`src/rtl/uart_pkg.sv`:
```
// Shared UART transmitter types and helpers.
// Parity modes, transmitter FSM encoding, baud divisor.
package uart_pkg;

  localparam int PARITY_NONE = 0;
  localparam int PARITY_EVEN = 1;
  localparam int PARITY_ODD  = 2;

  typedef enum logic [2:0] {
    TX_IDLE,
    TX_START,
    TX_DATA,
    TX_PAR,
    TX_STOP
  } tx_state_t;

  function automatic int clks_per_bit(
    input int clk_hz,
    input int baud
  );
    return clk_hz / baud;
  endfunction

endpackage

```
`src/rtl/uart_tx_fifo_param_fifo.sv`:
```
// Synchronous FIFO with occupancy count.
// Extra level bit separates full from empty.
module sync_fifo #(
  parameter int WIDTH = 8,
  parameter int DEPTH = 16
) (
  input  logic                       Clk,
  input  logic                       reset_n,
  input  logic                       push,
  input  logic [WIDTH-1:0]           wdata,
  input  logic                       pop,
  output logic [WIDTH-1:0]           rdata,
  output logic                       full,
  output logic                       empty,
  output logic [$clog2(DEPTH):0]     level
);

  localparam int AW = $clog2(DEPTH);

  logic [WIDTH-1:0] mem [DEPTH];
  logic [AW-1:0]    wptr;
  logic [AW-1:0]    rptr;
  logic             do_push;
  logic             do_pop;

  assign full    = (level == (AW+1)'(DEPTH));
  assign empty   = (level == '0);
  assign do_push = push & ~full;
  assign do_pop  = pop & ~empty;
  assign rdata   = mem[rptr];

  always_ff @(posedge Clk or negedge reset_n) begin
    if (!reset_n) begin
      wptr  <= '0;
      rptr  <= '0;
      level <= '0;
    end else begin
      if (do_push) wptr <= wptr + 1'b1;
      if (do_pop)  rptr <= rptr + 1'b1;
      if (do_push && !do_pop)      level <= level + 1'b1;
      else if (!do_push && do_pop) level <= level - 1'b1;
    end
  end

  always_ff @(posedge Clk) begin
    if (do_push) mem[wptr] <= wdata;
  end

endmodule

```
`src/rtl/uart_tx_fifo_param.sv`:
```
// Parametrised UART transmitter fed by a small FIFO.
// Frames are sent back-to-back, LSB first.
module uart_tx_fifo_param
  import uart_pkg::*;
#(
  parameter int ClkFreq    = 50000000,
  parameter int B_Rate     = 9600,
  parameter int DATA_BITS  = 8,
  parameter int PARITY     = 0,
  parameter int STOP_BITS  = 1,
  parameter int FIFO_DEPTH = 16
) (
  input  logic                          Clk,
  input  logic                          reset_n,
  input  logic                          In_Valid,
  output logic                          In_Ready,
  input  logic [DATA_BITS-1:0]          In_Data,
  output logic                          Serial,
  output logic                          Busy,
  output logic                          Transmit_Done,
  output logic [$clog2(FIFO_DEPTH):0]   Fifo_Level
);

  localparam int CPB = clks_per_bit(ClkFreq, B_Rate);
  localparam int CW  = $clog2(CPB);

  tx_state_t            state_q, state_d;
  logic [CW-1:0]        baud_q, baud_d;
  logic [3:0]           bit_q, bit_d;
  logic [DATA_BITS-1:0] shreg_q, shreg_d;
  logic                 par_q, par_d;
  logic                 rdy_q;

  logic                 fifo_pop;
  logic [DATA_BITS-1:0] fifo_rdata;
  logic                 fifo_full;
  logic                 fifo_empty;
  logic                 bit_end;

  assign In_Ready = rdy_q & ~fifo_full;
  assign bit_end  = (baud_q == CW'(CPB-1));
  assign Busy     = (state_q != TX_IDLE) | (Fifo_Level != '0);

  sync_fifo #(
    .WIDTH (DATA_BITS),
    .DEPTH (FIFO_DEPTH)
  ) u_fifo (
    .Clk     (Clk),
    .reset_n (reset_n),
    .push    (In_Valid & In_Ready),
    .wdata   (In_Data),
    .pop     (fifo_pop),
    .rdata   (fifo_rdata),
    .full    (fifo_full),
    .empty   (fifo_empty),
    .level   (Fifo_Level)
  );

  always_ff @(posedge Clk or negedge reset_n) begin
    if (!reset_n) begin
      state_q <= TX_IDLE;
      baud_q  <= '0;
      bit_q   <= '0;
      shreg_q <= '0;
      par_q   <= 1'b0;
      rdy_q   <= 1'b0;
    end else begin
      state_q <= state_d;
      baud_q  <= baud_d;
      bit_q   <= bit_d;
      shreg_q <= shreg_d;
      par_q   <= par_d;
      rdy_q   <= 1'b1;
    end
  end

  always_comb begin
    state_d       = state_q;
    baud_d        = bit_end ? '0 : baud_q + 1'b1;
    bit_d         = bit_q;
    shreg_d       = shreg_q;
    par_d         = par_q;
    fifo_pop      = 1'b0;
    Transmit_Done = 1'b0;
    unique case (state_q)
      TX_IDLE: begin
        baud_d = '0;
        if (!fifo_empty) fifo_pop = 1'b1;
      end
      TX_START: begin
        if (bit_end) state_d = TX_DATA;
      end
      TX_DATA: begin
        if (bit_end) begin
          shreg_d = shreg_q >> 1;
          if (bit_q == 4'(DATA_BITS-1)) begin
            bit_d   = '0;
            state_d = (PARITY == PARITY_NONE) ? TX_STOP : TX_PAR;
          end else begin
            bit_d = bit_q + 1'b1;
          end
        end
      end
      TX_PAR: begin
        if (bit_end) state_d = TX_STOP;
      end
      TX_STOP: begin
        if (bit_end) begin
          if (bit_q == 4'(STOP_BITS-1)) begin
            Transmit_Done = 1'b1;
            state_d       = TX_IDLE;
            if (!fifo_empty) fifo_pop = 1'b1;
          end else begin
            bit_d = bit_q + 1'b1;
          end
        end
      end
      default: state_d = TX_IDLE;
    endcase
    // Frame start: load the head word and restart bit timing
    if (fifo_pop) begin
      shreg_d = fifo_rdata;
      par_d   = (PARITY == PARITY_ODD) ? ~^fifo_rdata : ^fifo_rdata;
      baud_d  = '0;
      bit_d   = '0;
      state_d = TX_START;
    end
  end

  always_comb begin
    unique case (state_q)
      TX_START: Serial = 1'b0;
      TX_DATA:  Serial = shreg_q[0];
      TX_PAR:   Serial = par_q;
      default:  Serial = 1'b1;
    endcase
  end

endmodule

```
`config.mk`:
```
export PLATFORM = sky130hd
export DESIGN_NAME = uart_tx_fifo_param
export DESIGN_NICKNAME = d
export VERILOG_FILES = /design/src/rtl/uart_pkg.sv /design/src/rtl/uart_tx_fifo_param_fifo.sv /design/src/rtl/uart_tx_fifo_param.sv
export SDC_FILE = /design/constraint.sdc
export NUM_CORES = 1
export LEC_CHECK = 0
export ABC_AREA = 1
export ABC_CLOCK_PERIOD_IN_PS = 7050
export CORE_MARGIN = 2
export CORE_UTILIZATION = 28
export CTS_CLUSTER_SIZE = 30
export DETAILED_ROUTE_END_ITERATION = 7
export GPL_TIMING_DRIVEN = 0
export PLACE_DENSITY_LB_ADDON = 0.1
export SLEW_MARGIN = 10
export SYNTH_ARGS = -nofsm -noshare
export SYNTH_HDL_FRONTEND = slang
export SYNTH_HIERARCHICAL = 1
export SYNTH_SLANG_ARGS = --single-unit
export TNS_END_PERCENT = 100
```
`constraint.sdc`:
```
create_clock -name Clk -period 7.05 [get_ports Clk]
set_input_delay 1.41 -clock Clk [delete_from_list [all_inputs] [get_ports Clk]]
set_output_delay 1.41 -clock Clk [all_outputs]
set_load 0.005 [all_outputs]
```
---- Yosys cells after proc, flatten, opt, wreduce, memory -nomap -nowiden ----
Memories as Yosys holds them, arrays and structs flattened.
Cells that the tools add are included.
cells by class
  reductions and logical operators ........ 17
  muxes and demuxes ....................... 32
  equality and inequality tests ........... 15
  add/subtract/negate cells ............... 6
  bitwise operators ....................... 7
operator list
  cell                     number
  $mux W13                 3
  $mux W8                  3
  $mux W3                  7
  $ne A3 B2 Y1 const B     7
  $mux W4                  5
  $pmux W3 S5              1
  $add A13 B1 Y13 const B  1
  $eq A13 B13 Y1 const B   1
  $add A4 B1 Y4 const B    3
  $mux W5                  2
  $mux W1                  8
  $pmux W4 S2              1
  $reduce_xor A8 Y1        1
  $reduce_and A7 Y1        1
  $eq A3 B2 Y1 const B     2
  $reduce_bool A2 Y1       3
  $reduce_bool A3 Y1       2
  $add A5 B1 Y5 const B    1
  $eq A5 B5 Y1 const B     1
  $logic_not A5 Y1         1
  $reduce_bool A5 Y1       1
  $sub A5 B1 Y5 const B    1
  $and A1 B1 Y1            4
  $eq A4 B3 Y1 const B     1
  13 further kinds         16
storage, ports and cells
  memories kept ........................... 1
  output and inout bits ................... 9
  RAM bits ................................ 128
  bits in registers ....................... 43
memories
  memory      words  bits a word  read ports  clocked after memory_dff  wr ports  line                           text
  u_fifo.mem  16     8            1           0                         1         uart_tx_fifo_param_fifo.sv:20  logic [WIDTH-1:0] mem [DEPTH];

---- Longest topological paths before layout ----
  depth after elaboration ................. 9
  mapped depth ............................ 18

---- Modules after synthesis ----
Netlist, hierarchy kept.
by module, submodules not included
  module              area each (um^2)  times used  cells each
  sync_fifo           6223.5            1           620
  uart_tx_fifo_param  1823.0            1           243

---- Worst setup path after synthesis ----
No wires, ideal clock.
  path type ............................... input to register
  start ................................... input port In_Valid
  end ..................................... register u_fifo.level[4]
  buffers on the path ..................... 0
  setup time .............................. 117 ps
  stages .................................. 12
  arrival time ............................ 2868 ps
  path slack .............................. 4065 ps
  required time ........................... 6933 ps
  path through ............................ nor3b_1 nand2_1 inv_1 ha_1 inv_1 fa_1 nand2_1 nand3_1 nand3_1 nand2_1 nand2_1 nand2_1
on the way
  word-level cells in the longest chain between the ends .. 5
  elaborated cells between the ends (all ways) .. 7
  those cells by class .................... 1 x mux; 2 x bitwise; 4 x reduce/logical
RTL lines
  element                       line                           text
  from (decl)                   uart_tx_fifo_param.sv:15       input logic In_Valid,
  $and A1 B1 Y1 (*)             uart_tx_fifo_param.sv:50       .push (In_Valid & In_Ready),
  $and A1 B1 Y1 (*)             uart_tx_fifo_param_fifo.sv:28  assign do_push = push & ~full;
  via u_fifo.do_push            uart_tx_fifo_param_fifo.sv:23  logic do_push;
  $logic_not A1 Y1              uart_tx_fifo_param_fifo.sv:41  else if (!do_push && do_pop) level <= level - 1'b1;
  $logic_and A1 B1 Y1           uart_tx_fifo_param_fifo.sv:41
  $reduce_bool A2 Y1 (no line)  -
  to (signal assigned)          uart_tx_fifo_param_fifo.sv:40  if (do_push && !do_pop) level <= level + 1'b1;
  to (signal assigned)          uart_tx_fifo_param_fifo.sv:41
  to (decl)                     uart_tx_fifo_param_fifo.sv:15  output logic [$clog2(DEPTH):0] level
Mark *: on every way through the listed nets, which the timed path passes. The rest lies on a longest branch.
A chain may end at the register's enable or synchronous reset.

---- Worst setup path after layout ----
  start ................................... register baud_q[0]
  end ..................................... output port Transmit_Done
on the way
  word-level cells in the longest chain between the ends .. 3
RTL lines
  element                 line                       text
  from (decl)             uart_tx_fifo_param.sv:28   logic [CW-1:0] baud_q, baud_d;
  from (signal assigned)  uart_tx_fifo_param.sv:69   baud_q <= baud_d;
  $eq A13 B13 Y1          uart_tx_fifo_param.sv:41   assign bit_end = (baud_q == CW'(CPB-1));
  $mux W1                 uart_tx_fifo_param.sv:108  if (bit_end) begin
  $mux W1                 uart_tx_fifo_param.sv:85   unique case (state_q)
  to (decl)               uart_tx_fifo_param.sv:20   output logic Transmit_Done,
No other way between the ends.

==> results.md <==
* Syn Nets: 887
* latest clock arrival within the worst-skew pair: 0.44 ns
* number of instances in the synthesized netlist: 863
* global-route wire length before repair: 32900 um
* Resize count post-CTS: 0
* routed len/inst: 16.1 um
* number of buffers inserted for hold repair after clock tree synthesis: 0
* cell area after placement: 0.00873 sq mm
* data required time at the worst endpoint: 5.64 ns
* share of layout cells above drive strength 1: 7.65%
* Critical Path Start Type: flip-flop
* height of the chip: 174 um
* share of total power in the clock network: 38.9%
* nets: 926
* half-perimeter wire length after placement: 14100 um
* top area cells in the synthesized netlist: sky130_fd_sc_hd__edfxtp_1 (48%), sky130_fd_sc_hd__nand2_1 (15%), sky130_fd_sc_hd__dfrtp_1 (13%)
* Pwr per Cell Area: 257 mW/mm^2
* Critical Setup Path Class: reg -> out
* Final Instance Area: 0.00931 sq mm
* antenna-violating nets left: 0
* number of violations of the max-capacitance limit: 0
* maximum number of pins on one net before global-route repair: 30
* result of the run: finished, final reports clean
* actual transition at the worst max-transition pin: 0.954 ns
* I/O pins: 20
* dominant cell type by area after synthesis: sky130_fd_sc_hd__edfxtp_1
* Final Slew Violations: 0
* R2R Setup Slk: 3.93 ns
* count of non-filler cells in the finished layout: 1299
* VDD IR-drop max: 0.146 mV
* leading cell type in the layout, fill and taps excluded: sky130_fd_sc_hd__nand2_1
* critical path's largest stage delay: 0.56 ns
* Final Util: 32.7%
* # diodes: 0
* wire length on met2: 10100 um
* via count of the first global-routing pass: 5588
* Max Root-Sink Buffers: 2
* unrepaired setup endpoints after global routing: false
* Tightest Hold Check Type: reg -> reg
* Final period util: 52.8%
* highest routed layer: met4
* clock transition at the register clock pins on the worst setup and hold paths after CTS: 0.07 ns
* count of port buffers added during placement: 19
* critical path arrival: 2.31 ns
* total routed wirelength: 20900 um
* number of cell instances on the worst register-to-register path: 17
* placed cell count: 1267
* clock skew after layout: 0.0160 ns
* Async S/R FF share, synth: 25.1%
* critical path peak fanout: 5
* weighted congestion at the end of routability-driven global placement: 0.780
* Cell Rows: 62
* remaining global-route overflow: 0
* largest delay contributor family on the critical path: simple AND/OR/NAND/NOR gates
* clock buffers created by TritonCTS: 17
* Post CTS Setup Buffer Count: 0
* total core area: 0.0285 sq mm
* timing endpoint of the critical path: Transmit_Done
* fraction of power spent switching nets: 28.2%
* highest-count cells in the layout ignoring fill and taps: sky130_fd_sc_hd__nand2_1 (314), sky130_fd_sc_hd__edfxtp_1 (128), sky130_fd_sc_hd__nor2_1 (102), sky130_fd_sc_hd__inv_1 (87), sky130_fd_sc_hd__nand3_1 (77)
* vias per std cell: 4.26
* Seq cells post-synth: 171
* Internal Power: 1.72 mW
* combined area of all synthesized cells: 0.00805 sq mm
* most used flip-flop cell after synthesis: sky130_fd_sc_hd__edfxtp_1
* root buffer cell: sky130_fd_sc_hd__clkbuf_16
* antenna violations before repair: 0
* CTS tree: done
* launching instance or port of the critical path: baud_q[0]
* total of endpoints with negative setup slack in the final report: 0
* number of distinct library cells after synthesis: 33
* sequential group share of total power: 49.6%
* crit path cell chain: ha_1 -> nand2_1 -> nor2_1 -> nand3_1 -> nor4_1 -> clkdlybuf4s50_1
* terminus of the critical flop-to-flop path: u_fifo/level[4]
* critical path endpoint category: output port
* sequential share of the synthesized area: 61.1%
* net load switching power: 0.673 mW
* Avg Cell Area, Syn: 9.32 sq um
* leakage: 3.99 nW
* fmax: 269 MHz
* P&R area growth vs syn: 15.7%
* proportion of netlist area held by the largest area contributor: 47.8%
* number of logic stages on the critical path including buffering: 6
* total buffers and inverters traversed by the critical path: 1
* final hold violations: 0
* setup TNS after final layout: 0 ns
* Residual DRC: 0
* 1st-pass router iterations: 7
* slowest CP cell: sky130_fd_sc_hd__clkdlybuf4s50_1
* EDFF count, synth: 128
* final period demand of the worst path: 3.72 ns
* effective utilization at floorplan: 28.3%
* yosys synthesis warning count: 6
* global-route usage over all layers: 14.6%
* die footprint: 0.0301 sq mm
* met3 WL: 565 um
* met1 WL: 9890 um
* total via count after detailed routing: 5539
* Slew HR: 36.2%
* logic gate share of total power: 11.4%
* number of clock sinks: 171
* Reg2Reg Launch Point: u_fifo/level[0]
* Die X: 174 um
* depth of the CTS H-tree: 4
* initial detailed-routing violation count: 328
-- per-layer routing --
layer / vias up / global-route usage, %
li1: 2836 / -
met1: 2608 / 19.3
met2: 79 / 24.1
met3: 16 / 2.79
met4: 0 / 4.84
met5: - / 0
-- kinds of logic after synthesis --
family          share of synthesized area (%)
simple gates                             26.8
flops                                    61.1
buf+inv                                  5.86
xor+xnor                                 2.50
compound gates                           1.54
fa+ha+maj                                2.11
other cells                            0.0466
-- final cells by class --
class	count	area [sq um]
sequential	171	4920
clock inverter	15	154
buffer	22	123
tap	384	480
fill	2964	19200
inverter	93	349
multi-input combinational	577	2660
clock buffer	17	425
timing repair buffer	20	205
-- power groups by stage --
| stage | logic [mW] | registers [mW] | clock network, mW |
|---|---|---|---|
| after CTS | 0.277 | 1.19 | 0.959 |
| final | 0.273 | 1.19 | 0.930 |
| after global placement | 0.275 | 1.21 | 0 |
| after floorplan | 0.169 | 1.20 | 0 |
| after global routing | 0.315 | 1.20 | 1.00 |
| after detailed placement | 0.277 | 1.21 | 0 |
-- sequential cells by signal (all words and copies together) (netlist names) --
name	count
baud_q	13
bit_q	4
par_q	1
rdy_q	1
shreg_q	8
state_q	3
u_fifo/level	5
u_fifo/mem	128
u_fifo/rptr	4
u_fifo/wptr	4
-- worst min-delay path by stage --
stage / startpoint / end / slack (ns) / cells past startpoint
global placement: shreg_q[7] / shreg_q[7] / 0.46 / 2
global route: shreg_q[2] / shreg_q[2] / 0.50 / 2
finish: shreg_q[7] / shreg_q[7] / 0.48 / 2
CTS: shreg_q[7] / shreg_q[7] / 0.48 / 2
detailed placement: shreg_q[7] / shreg_q[7] / 0.46 / 2
floorplan: shreg_q[7] / shreg_q[7] / 0.44 / 2
-- worst register-to-register path, stage by stage (launching register included) --
cell                      delay (ns)
sky130_fd_sc_hd__dfrtp_1        0.49
sky130_fd_sc_hd__nor2_1         0.10
sky130_fd_sc_hd__nand4_1        0.13
sky130_fd_sc_hd__inv_1          0.10
sky130_fd_sc_hd__nor2_1         0.19
sky130_fd_sc_hd__nand4_4        0.23
sky130_fd_sc_hd__nand2_4        0.17
sky130_fd_sc_hd__buf_6          0.16
sky130_fd_sc_hd__nand2_1        0.25
sky130_fd_sc_hd__ha_1           0.30
sky130_fd_sc_hd__inv_1          0.16
sky130_fd_sc_hd__ha_1           0.30
sky130_fd_sc_hd__nand2_1        0.10
sky130_fd_sc_hd__nand3_1        0.09
sky130_fd_sc_hd__nand3_1        0.08
sky130_fd_sc_hd__nand2_1        0.05
sky130_fd_sc_hd__nand2_1        0.05
sky130_fd_sc_hd__nand2_1        0.04
-- per-stage QoR --
| step | hold slack, ns | setup WS, ns | total power [mW] |
|---|---|---|---|
| floorplan | 0.443 | 4.07 | 1.37 |
| global placement | 0.464 | 3.07 | 1.48 |
| detailed placement | 0.460 | 3.18 | 1.49 |
| CTS | 0.478 | 3.26 | 2.42 |
| global route | 0.500 | 3.11 | 2.51 |
| finish | 0.475 | 3.33 | 2.39 |
-- cell usage after synthesis (6+ instances only) --
library cell               number
sky130_fd_sc_hd__nand2_1      314
sky130_fd_sc_hd__edfxtp_1     128
sky130_fd_sc_hd__nor2_1       102
sky130_fd_sc_hd__inv_1         87
sky130_fd_sc_hd__nand3_1       77
sky130_fd_sc_hd__dfrtp_1       43
sky130_fd_sc_hd__buf_2         14
sky130_fd_sc_hd__xor2_1        14
sky130_fd_sc_hd__ha_1          12
sky130_fd_sc_hd__o21ai_0       10
sky130_fd_sc_hd__xnor2_1        9
sky130_fd_sc_hd__nand4_1        8
sky130_fd_sc_hd__nor3_1         7
sky130_fd_sc_hd__inv_2          6
Note: power is estimated with default switching activity, not from simulation.
